==> config.mk <==
export PLATFORM = sky130hd
export DESIGN_NAME = release_arbiter
export DESIGN_NICKNAME = d
export VERILOG_FILES = /design/src/rtl/release_arbiter.sv
export SDC_FILE = /design/constraint.sdc
export NUM_CORES = 1
export LEC_CHECK = 0
export ABC_CLOCK_PERIOD_IN_PS = 1400
export BUFFER_PORTS_ARGS = -buffer_cell sky130_fd_sc_hd__clkbuf_2
export CORE_MARGIN = 2
export CORE_UTILIZATION = 27
export CTS_CLUSTER_SIZE = 25
export DETAILED_ROUTE_END_ITERATION = 12
export GPL_TIMING_DRIVEN = 0
export PLACE_DENSITY = 0.84
export SYNTH_ARGS = -nofsm -noshare
export SYNTH_HDL_FRONTEND = slang
export SYNTH_SLANG_ARGS = --single-unit
==> constraint.sdc <==
create_clock -name clk -period 1.4 [get_ports clk]
set_clock_uncertainty 0.2 [all_clocks]
set_input_delay 0.21 -clock clk [delete_from_list [all_inputs] [get_ports clk]]
set_output_delay 0.21 -clock clk [all_outputs]
set_load 0.05 [all_outputs]
==> src/rtl/release_arbiter.sv <==
// Burst-granular write arbiter between process memory (default priority) and special memory.
// Optional RELEASE_ARB_LEN_CHECK_EN adds a beat-count vs awlen check that pulses len_err.
module release_arbiter #(
    parameter int ID_WIDTH     = 4,
    parameter int ADDR_WIDTH   = 32,
    parameter int DATA_WIDTH   = 8,
    parameter int LEN_WIDTH    = 8,
    parameter int STARVE_LIMIT = 4,
    localparam int STRB_WIDTH  = (DATA_WIDTH >= 8) ? DATA_WIDTH / 8 : 1
) (
    input  logic                  clk,
    input  logic                  rst_n,

    input  logic                  p_awvalid,
    input  logic [ID_WIDTH-1:0]   p_awid,
    input  logic [ADDR_WIDTH-1:0] p_awaddr,
    input  logic [LEN_WIDTH-1:0]  p_awlen,
    output logic                  p_awready,
    input  logic                  p_wvalid,
    input  logic [DATA_WIDTH-1:0] p_wdata,
    input  logic [STRB_WIDTH-1:0] p_wstrb,
    input  logic                  p_wlast,
    output logic                  p_wready,

    input  logic                  s_awvalid,
    input  logic [ID_WIDTH-1:0]   s_awid,
    input  logic [ADDR_WIDTH-1:0] s_awaddr,
    input  logic [LEN_WIDTH-1:0]  s_awlen,
    output logic                  s_awready,
    input  logic                  s_wvalid,
    input  logic [DATA_WIDTH-1:0] s_wdata,
    input  logic [STRB_WIDTH-1:0] s_wstrb,
    input  logic                  s_wlast,
    output logic                  s_wready,

    input  logic                  spec_urgent,

    output logic                  m_awvalid,
    output logic [ID_WIDTH-1:0]   m_awid,
    output logic [ADDR_WIDTH-1:0] m_awaddr,
    output logic [LEN_WIDTH-1:0]  m_awlen,
    input  logic                  m_awready,
    output logic                  m_wvalid,
    output logic [DATA_WIDTH-1:0] m_wdata,
    output logic [STRB_WIDTH-1:0] m_wstrb,
    output logic                  m_wlast,
    input  logic                  m_wready,

    output logic [1:0]            grant,
    output logic                  len_err
);

    typedef enum logic [1:0] {
        IDLE = 2'd0,
        ADDR = 2'd1,
        DATA = 2'd2
    } state_t;

    localparam logic [3:0] LIMIT = 4'(STARVE_LIMIT);

    state_t     state_q;
    logic [1:0] grant_q;
    logic [3:0] starve_q;
    logic [3:0] starve_d;

    logic in_addr;
    logic in_data;
    logic p_sel;
    logic s_sel;
    logic pick_spec;
    logic any_req;
    logic aw_fire;
    logic w_fire;

    assign in_addr = (state_q == ADDR);
    assign in_data = (state_q == DATA);
    assign p_sel   = grant_q[0];
    assign s_sel   = grant_q[1];
    assign any_req = p_awvalid | s_awvalid;

    // Special wins when alone, when its head is urgent, or once process has had its quota.
    assign pick_spec = s_awvalid & (~p_awvalid | spec_urgent | (starve_q >= LIMIT));

    always_comb begin
        starve_d = starve_q;
        if (pick_spec) begin
            starve_d = 4'd0;
        end else if (s_awvalid && starve_q != 4'hF) begin
            starve_d = starve_q + 4'd1;
        end
    end

    // Downstream muxes: the owner's channel is visible only in its own phase.
    assign m_awvalid = in_addr & ((p_sel & p_awvalid) | (s_sel & s_awvalid));
    assign m_awid    = s_sel ? s_awid   : p_awid;
    assign m_awaddr  = s_sel ? s_awaddr : p_awaddr;
    assign m_awlen   = s_sel ? s_awlen  : p_awlen;

    assign m_wvalid  = in_data & ((p_sel & p_wvalid) | (s_sel & s_wvalid));
    assign m_wdata   = s_sel ? s_wdata : p_wdata;
    assign m_wstrb   = s_sel ? s_wstrb : p_wstrb;
    assign m_wlast   = s_sel ? s_wlast : p_wlast;

    assign p_awready = in_addr & p_sel & m_awready;
    assign s_awready = in_addr & s_sel & m_awready;
    assign p_wready  = in_data & p_sel & m_wready;
    assign s_wready  = in_data & s_sel & m_wready;

    assign aw_fire = m_awvalid & m_awready;
    assign w_fire  = m_wvalid & m_wready;

    assign grant = grant_q;

    always_ff @(posedge clk or negedge rst_n) begin
        if (!rst_n) begin
            state_q  <= IDLE;
            grant_q  <= 2'b00;
            starve_q <= 4'd0;
        end else begin
            case (state_q)
                IDLE: begin
                    if (any_req) begin
                        state_q  <= ADDR;
                        grant_q  <= pick_spec ? 2'b10 : 2'b01;
                        starve_q <= starve_d;
                    end
                end
                ADDR: begin
                    if (aw_fire) begin
                        state_q <= DATA;
                    end
                end
                DATA: begin
                    // wlast alone ends the burst; awlen only feeds the optional check.
                    if (w_fire && m_wlast) begin
                        state_q <= IDLE;
                        grant_q <= 2'b00;
                    end
                end
                default: begin
                    state_q <= IDLE;
                    grant_q <= 2'b00;
                end
            endcase
        end
    end

`ifdef RELEASE_ARB_LEN_CHECK_EN
    logic [LEN_WIDTH-1:0] beat_cnt_q;
    logic [LEN_WIDTH-1:0] len_q;
    logic                 len_err_q;

    always_ff @(posedge clk or negedge rst_n) begin
        if (!rst_n) begin
            beat_cnt_q <= '0;
            len_q      <= '0;
            len_err_q  <= 1'b0;
        end else begin
            len_err_q <= 1'b0;
            if (aw_fire) begin
                len_q      <= m_awlen;
                beat_cnt_q <= '0;
            end
            if (w_fire) begin
                beat_cnt_q <= beat_cnt_q + 1'b1;
                if (m_wlast) begin
                    len_err_q <= (beat_cnt_q != len_q);
                end
            end
        end
    end

    assign len_err = len_err_q;
`else
    assign len_err = 1'b0;
`endif

endmodule
Yosys cells after proc, flatten, opt, wreduce, memory -nomap -nowiden
Index checks and enable logic that the tools add are counted.
{"block": "op_classes", "n_addsub": 1, "multipliers": 0, "div": 0, "magnitude_cmp": 1, "eq_ne": 6, "n_shift": 0, "muxes": 15, "bitwise_logic": 24, "n_reduce_logical": 7}
{"cell": "$mux W32", "count": 1}
{"cell": "$and A1 B1 Y1", "count": 17}
{"cell": "$mux W8", "count": 2}
{"cell": "$mux W4", "count": 3}
{"cell": "$pmux W2 S3", "count": 2}
{"cell": "$mux W2", "count": 5}
{"cell": "$reduce_and A3 Y1", "count": 3}
{"cell": "$or A1 B1 Y1", "count": 5}
{"cell": "$add A4 B1 Y4 const B", "count": 1}
{"cell": "$ge A4 B3 Y1 const B", "count": 1}
{"cell": "$ne A2 B1 Y1 const B", "count": 2}
{"cell": "$ne A4 B4 Y1 const B", "count": 1}
{"cell": "$eq A2 B1 Y1 const B", "count": 1}
{"cell": "$eq A2 B2 Y1 const B", "count": 1}
{"cell": "$logic_and A1 B1 Y1", "count": 2}
{"cell": "$logic_not A2 Y1", "count": 1}
{"cell": "$mux W1", "count": 2}
{"cell": "$ne A2 B2 Y1 const B", "count": 1}
{"cell": "$not A1 Y1", "count": 2}
{"cell": "$reduce_bool A2 Y1", "count": 1}
{"block": "word_totals", "register_bits": 8, "latchBits": 0, "ramBits": 0, "mem_bits_ro": 0, "input_bits": 117, "output_inout_bits": 63, "word_cells": 57, "mem_count": 0}

Logic depth before layout (Yosys ltp)
Gate-level depths: netlist of the first run.
{"block": "depth", "depth_word": 7, "depth_mapped": 4, "mapped_depth_nobuf": 4}

Least setup slack after synthesis of the first run
OpenSTA, ideal clock, no wires.
{"block": "synth_timing", "path_kind": "reg2out", "from": "reg grant_q[1], in the netlist grant[1]", "to": "out m_awvalid", "arrival_ns": 2.105, "required_time_ns": 0.990, "setup_slack_ns": -1.115, "path_stages_with_launch": 3, "path_buffers": 0, "path_cell_list": "dfrtp_1 -> a22oi_1 -> nor3b_1"}
{"block": "synth_between", "elab_chain_cells": 3}
{"item": "start: declaration", "line": "62", "source": "logic [1:0] grant_q;"}
{"item": "start signal: assignment", "line": "124", "source": "grant_q <= pick_spec ? 2'b10 : 2'b01;"}
{"item": "$and A1 B1 Y1", "line": "94", "source": "assign m_awvalid = in_addr & ((p_sel & p_awvalid) | (s_sel & s_awvalid));"}
{"item": "$or A1 B1 Y1", "line": "94"}
{"item": "$and A1 B1 Y1", "line": "94"}
{"item": "end: declaration", "line": "38", "source": "output logic m_awvalid,"}
Every way passes these cells.

Worst setup path after layout of the first run
{"block": "layout_timing", "from": "reg grant_q[1], in the netlist grant[1]", "to": "out m_awaddr[23]"}
{"block": "layout_between", "elab_chain_cells": 1}
{"item": "$mux W32", "line": "96", "source": "assign m_awaddr = s_sel ? s_awaddr : p_awaddr;"}
{"item": "end: declaration", "line": "40", "source": "output logic [ADDR_WIDTH-1:0] m_awaddr,"}
Every way passes these cells.

==> results of run 1 <==
## cell type report
class / count / area (um2) / share of cell area [%]
Clock buffer: 4 / 45.04 / 1.295
Tap cell: 50 / 62.56 / 1.799
Multi-Input combinational cell: 90 / 1192 / 34.29
Buffer: 7 / 127.6 / 3.670
Timing Repair Buffer: 202 / 1821 / 52.36
Inverter: 4 / 25.02 / 0.7197
Sequential cell: 8 / 203.9 / 5.865
## timing repair
| item | 4_1_cts | 5_1_grt |
|---|---|---|
| gates resized for setup | 146 | 85 |
| endpoints found under the setup margin | 66 | 68 |
| endpoints found under the hold margin | 8 | 0 |
| pin swaps | 6 | 10 |
| cloned | 2 | 2 |
| hold buffers | 1 | 0 |
| buffers inserted | 12 | 8 |
## metal layers
layer | track usage (%) | routed length, um
met1 | 25.07 | 2331
met5 | 0 | 0
met4 | 3.632 | 145
met2 | 51.64 | 4394
met3 | 8.369 | 601
## worst min-delay path by stage
| stage | cells after the start | to | startpoint | slack, ns |
|---|---|---|---|---|
| 3_5_place_dp | 1 | state_q[0] | rst_n | -0.13 |
| 5_1_grt | 3 | grant[0] | p_awvalid | 0.12 |
| 6_report | 3 | grant[0] | p_awvalid | 0.10 |
| 3_3_place_gp | 1 | starve_q[0] | rst_n | -0.14 |
| 2_1_floorplan | 0 | grant[0] | rst_n | -0.29 |
| 4_1_cts | 3 | grant[0] | p_awvalid | 0.10 |
## sequential cells by signal, summed over array words and instances (netlist names)
signal,cells
starve_q,4
grant,2
state_q,2
## worst max-delay path, stage by stage (launching register included)
cell and delay, ns:
dfrtp_2 0.45, buf_12 0.17, buf_12 0.15, mux2_4 0.30, clkbuf_16 0.17
## stage by stage
step	TNS, ns	cells	hold WS (ns)	total power, W
detailed placement	-17.78	337	-0.1336	0.004617
global placement	-17.09	337	-0.1410	0.004557
global route	-29.99	365	0.1235	0.007427
floorplan	-17.02	109	-0.2856	0.003873
CTS	-27.15	356	0.1014	0.006334
finish	-27.83	365	0.1037	0.007212
## power groups by stage
stage / sequential (W) / combinational, W / clock [W]
2_1_floorplan: 0.000508 / 0.00337 / 0
3_3_place_gp: 0.000437 / 0.00412 / 0
3_5_place_dp: 0.000447 / 0.00417 / 0
4_1_cts: 0.000414 / 0.00563 / 0.000295
5_1_grt: 0.000439 / 0.00668 / 0.000310
6_report: 0.000431 / 0.00650 / 0.000284
## cell usage in the layout, fill, tap and decap left out, types with 3 or more instances in the layout
master       n
buf_6        7
dfrtp_2      3
buf_4       14
nor2_4       4
dfrtp_1      5
nor2_1       5
mux2_4      53
buf_12       7
clkbuf_2   116
clkbuf_16    6
clkbuf_8     3
buf_8       57
## logic make-up after synthesis
| logic type | after synthesis | share of synthesized area [%] |
|---|---|---|
| mux | 55 | 53.15 |
| simple gates | 21 | 11.21 |
| compound gates | 12 | 8.538 |
| buf+inv | 11 | 8.644 |
| flops | 8 | 17.08 |
| fa+ha+maj | 1 | 1.067 |
| other cells | 1 | 0.3199 |
==> key figures, run 1 <==
Status
  – Status: finished with violations
  – Failing checks: setup timing

Power and ir drop
  – Maximum vdd drop: 1.342 mV
  – Power share of the sequential group: 6.0%
  – Comb pwr share: 90.1%
  – Power per Cell Area: approximately 2100 nW/um2
  – Static Leak: roughly 1.8 nW
  – Internal: 0.003749 W
  – Sw Ratio: between 40% and 50%
  – Clock power share: slightly below 4%
  – Net Switching: between 0.003 and 0.004 W

Finish
  – Fill cell count: a little over 200
  – Area Overhead vs Synth: 196.6%
  – Nets: 434
  – Fin area: between 3000 and 4000 um2
  – Layout cells sized above 1: 93.33%
  – Final Util: between 80% and 90%
  – Ant diodes: 0

Timing
  – Final setup margin: -0.4872 ns
  – Period utilisation layout: 134.8%
  – Final Max Slew Viols: 0
  – Hold Vio Cnt, Final: 0
  – Minimum clock period: 1.887 ns
  – Fmax: ~530 MHz
  – RSZ-0062 raised after global routing: true
  – Final setup vio count: 66

Clock tree
  – Worst-Skew Late Latency: around 0.23 ns
  – CTS tree: built
  – H-tree depth: 1
  – CTS buffer count: 3
  – CTS sink count: 8
  – Max clock buf depth: 2
  – CTS root buf: clkbuf_8
  – CTS clk-pin slew, worst paths: ~0.05 ns

Setup path
  – Worst reg2reg startpoint: grant[1]
  – CP Capture Point: m_awaddr[23]
  – CP Max Fanout: 10
  – Worst R2R Path Depth: 7
  – Startpoint Class: register
  – Critical Path RT: 0.99 ns
  – Critical path type: reg -> out
  – R2R Setup Slk: -0.28 ns
  – Critical Path Sink Type: output port
  – R2R Path End: state_q[0]
  – CP startpoint: grant[1]
  – Crit path DAT: 1.48 ns

Yosys
  – Most frequent cells after synthesis: mux2_2, nor2_1, dfrtp_1, buf_8, inv_1
  – Predominant post-synthesis flop cell: dfrtp_1
  – Post-synthesis cell count: between 100 and 150
  – Cell Area, Synth: approximately 1200 um2
  – Post-synth EDFFs: 0
  – Post-synthesis sequential area ratio: between 10% and 20%
  – Most common cell in the netlist: mux2_2
  – Synthesized Nets: 227
  – Syn avg cell area: between 10 and 15 um2
  – Async S/R FF share, synth: 100.0%
  – Top cell type's share of synthesized area: 51.87%
  – Synth warn: 0
  – Flops & latches, synth: 8
  – Distinct cells, synth: 30
  – Area contributors post-synth: mux2_2, dfrtp_1, buf_8, nor2_1, nor4b_4
  – Post-synth top area cell: mux2_2

Place
  – Placed Area: approximately 2300 um2
  – Dpl ws: -0.3640 ns
  – RD Place Congestion: between 0.8 and 0.9
  – Buffers on Ports: 178
  – Dpl hpwl: between 4 and 5 mm

Floorplanning
  – Die height: 69.90 um
  – Num rows: 23
  – Die X: 69.90 um
  – Die area: between 4000 and 5000 um2
  – Initial core utilization: 28.69%
  – Core area: a little over 4000 um2
  – Top-Level Pins: 180

Global route
  – Initial antenna violation count: 0
  – GRT overflow: 0
  – First-pass GRT wire length: 9.908 mm
  – Largest net degree at the start of global routing: 11
  – Vias in the first global route: between 1,500 and 2,000
  – GRT Total Usage: 25.44%

Route
  – 1st-pass router iterations: 4
  – Post-DR wirelength/cell: between 20 and 25 um
  – DRC viols: 0
  – Vias per cell: a little under 5
  – Final WL: approximately 7.5 mm
  – Post-DRT Antenna Nets: 0
  – Vias: around 1,800
  – DR iter-0 viols: 42

Worst hold path
  – Hold Path Class: in -> reg

Flow run
  – Max Cap Violations: 0
No activity file was read; power rests on OpenSTA's default activity.
==> run 2, diff against run 1 <==
Settings changed: CAP_MARGIN set to 15, MAX_ROUTING_LAYER set to met4.
==> key figures, run 2 (synthesis gave the netlist of run 1 again) <==
Power and ir drop
  – Net Switching: roughly 0.0035 W
  – Tot Pwr: about 0.0072 W
  – Power per Cell Area: roughly 2100 nW/um2
  – Power share of the sequential group: 6.0%
  – Internal: ~0.0037 W
  – Clock power share: between 3 and 4%
  – Sw Ratio: between 40% and 50%
  – Comb pwr share: between 90% and 100%
  – Static Leak: between 1.5 and 2 nW
  – Maximum vdd drop: ~1.3 mV

Timing
  – Period utilisation layout: 134.7%
  – Sum Neg Setup Slack: -27.78 ns
  – Fmax: 530.2 MHz
  – RSZ-0062 raised after global routing: true
  – Final setup margin: -0.4860 ns
  – Hold Vio Cnt, Final: 0
  – Final setup vio count: 66
  – Minimum clock period: ~1.9 ns
  – Final Max Slew Viols: 0

Setup path
  – Critical Path RT: about 0.99 ns
  – Critical path type: reg -> out
  – Startpoint Class: register
  – CP Max Fanout: 10
  – Critical Path Sink Type: output port
  – Crit path DAT: roughly 1.5 ns

Floorplanning
  – Num rows: 23
  – Die height: approximately 70 um
  – Core area: slightly above 4000 um2
  – Die area: 4885 um2
  – Top-Level Pins: between 150 and 200
  – Initial core utilization: between 20% and 30%
  – Die X: 69.90 um

Route
  – 1st-pass router iterations: 4
  – Post-DRT Antenna Nets: 0
  – DRC viols: 0
  – Final WL: ~7.5 mm
  – DR iter-0 viols: 56
  – Vias per cell: approximately 5
  – Vias: 1,785
  – Post-DR wirelength/cell: ~21 um

Clock tree
  – Max clock buf depth: 2
  – CTS root buf: clkbuf_8
  – Worst-Skew Late Latency: 0.23 ns
  – CTS clk-pin slew, worst paths: roughly 0.04 ns
  – CTS sink count: 8
  – CTS tree: built
  – CTS buffer count: 3
  – H-tree depth: 1

Finish
  – Fill cell count: between 200 and 250
  – Final Util: roughly 85%
  – Most common cell after layout, fill and taps aside: clkbuf_2
  – Number of flip-flops in the largest register: 4
  – Fin area: 3477 um2
  – Most frequent cells in the layout: clkbuf_2, buf_8, mux2_4, buf_4
  – Nets: about 430
  – Layout cells sized above 1: ~93%
  – Area Overhead vs Synth: 196.6%
  – Largest reg by FF count: starve_q
  – Ant diodes: 0

Place
  – Dpl ws: -0.3640 ns
  – Buffers on Ports: 178
  – Placed Area: 2341 um2
  – Dpl hpwl: about 4.5 mm
  – RD Place Congestion: around 0.86

Global route
  – Vias in the first global route: between 1,500 and 2,000
  – First-pass GRT wire length: 9.908 mm
  – Largest net degree at the start of global routing: 11
  – GRT Total Usage: approximately a quarter
  – GRT overflow: 0
  – Initial antenna violation count: 0

Flow run
  – Max Cap Violations: 0

Worst hold path
  – Hold Path Class: in -> reg

Status
  – Status: finished with violations
  – Failing checks: setup timing
[run 2: worst max-delay path, cell delays in order (launching register included)]
cell	delay (ns)
dfrtp_2	0.44
buf_12	0.17
buf_12	0.15
mux2_4	0.30
clkbuf_16	0.17
[run 2: repair_timing]
action / CTS / global route
hold buffers: 1 / 0
endpoints found under the hold margin: 8 / 0
pin swaps: 6 / 10
cloned: 2 / 2
resized for setup: 146 / 85
setup buffers: 12 / 8
endpoints found under the setup margin: 66 / 68
[run 2: stage by stage]
step | hold slack, ns | instances
floorplan | -0.2856 | 109
finish | 0.1016 | 365
CTS | 0.1014 | 356
detailed placement | -0.1336 | 337
global route | 0.1235 | 365
global placement | -0.1410 | 337
[run 2: routing by layer]
layer | track usage (%) | routed length, um
met1 | 25.68 | 2371
met5 | - | 0
met4 | 3.632 | 174
met2 | 51.64 | 4363
met3 | 7.504 | 574
[run 2: worst paths after layout]
check,start,to,slack [ns],depth (start not counted)
max in group asynchronous,rst_n,grant[0],0.64,2
setup / recovery,grant[1],m_awaddr[23],-0.49,4
min in group asynchronous,rst_n,state_q[0],0.16,2
setup reg to reg,grant[1],state_q[0],-0.29,7
hold / removal,p_awvalid,grant[0],0.10,3
hold reg to reg,starve_q[1],starve_q[1],0.31,1
[run 2: area by class of cell]
| type | count | area, um2 | share of cell area (%) |
|---|---|---|---|
| inverters | 4 | 25.02 | 0.7197 |
| multi-input cells | 90 | 1192 | 34.29 |
| repair buffers | 202 | 1821 | 52.36 |
| clock buffers | 4 | 45.04 | 1.295 |
| well taps | 50 | 62.56 | 1.799 |
| plain buffers | 7 | 127.6 | 3.670 |
| flip-flops and latches | 8 | 203.9 | 5.865 |
[run 2: power by group through the flow]
stage / Sequential [W] / Clock [W] / Combinational (W)
2_1_floorplan: 0.000508 / 0 / 0.00337
3_3_place_gp: 0.000437 / 0 / 0.00412
3_5_place_dp: 0.000447 / 0 / 0.00417
4_1_cts: 0.000414 / 0.000295 / 0.00563
5_1_grt: 0.000439 / 0.000310 / 0.00667
6_report: 0.000430 / 0.000284 / 0.00650
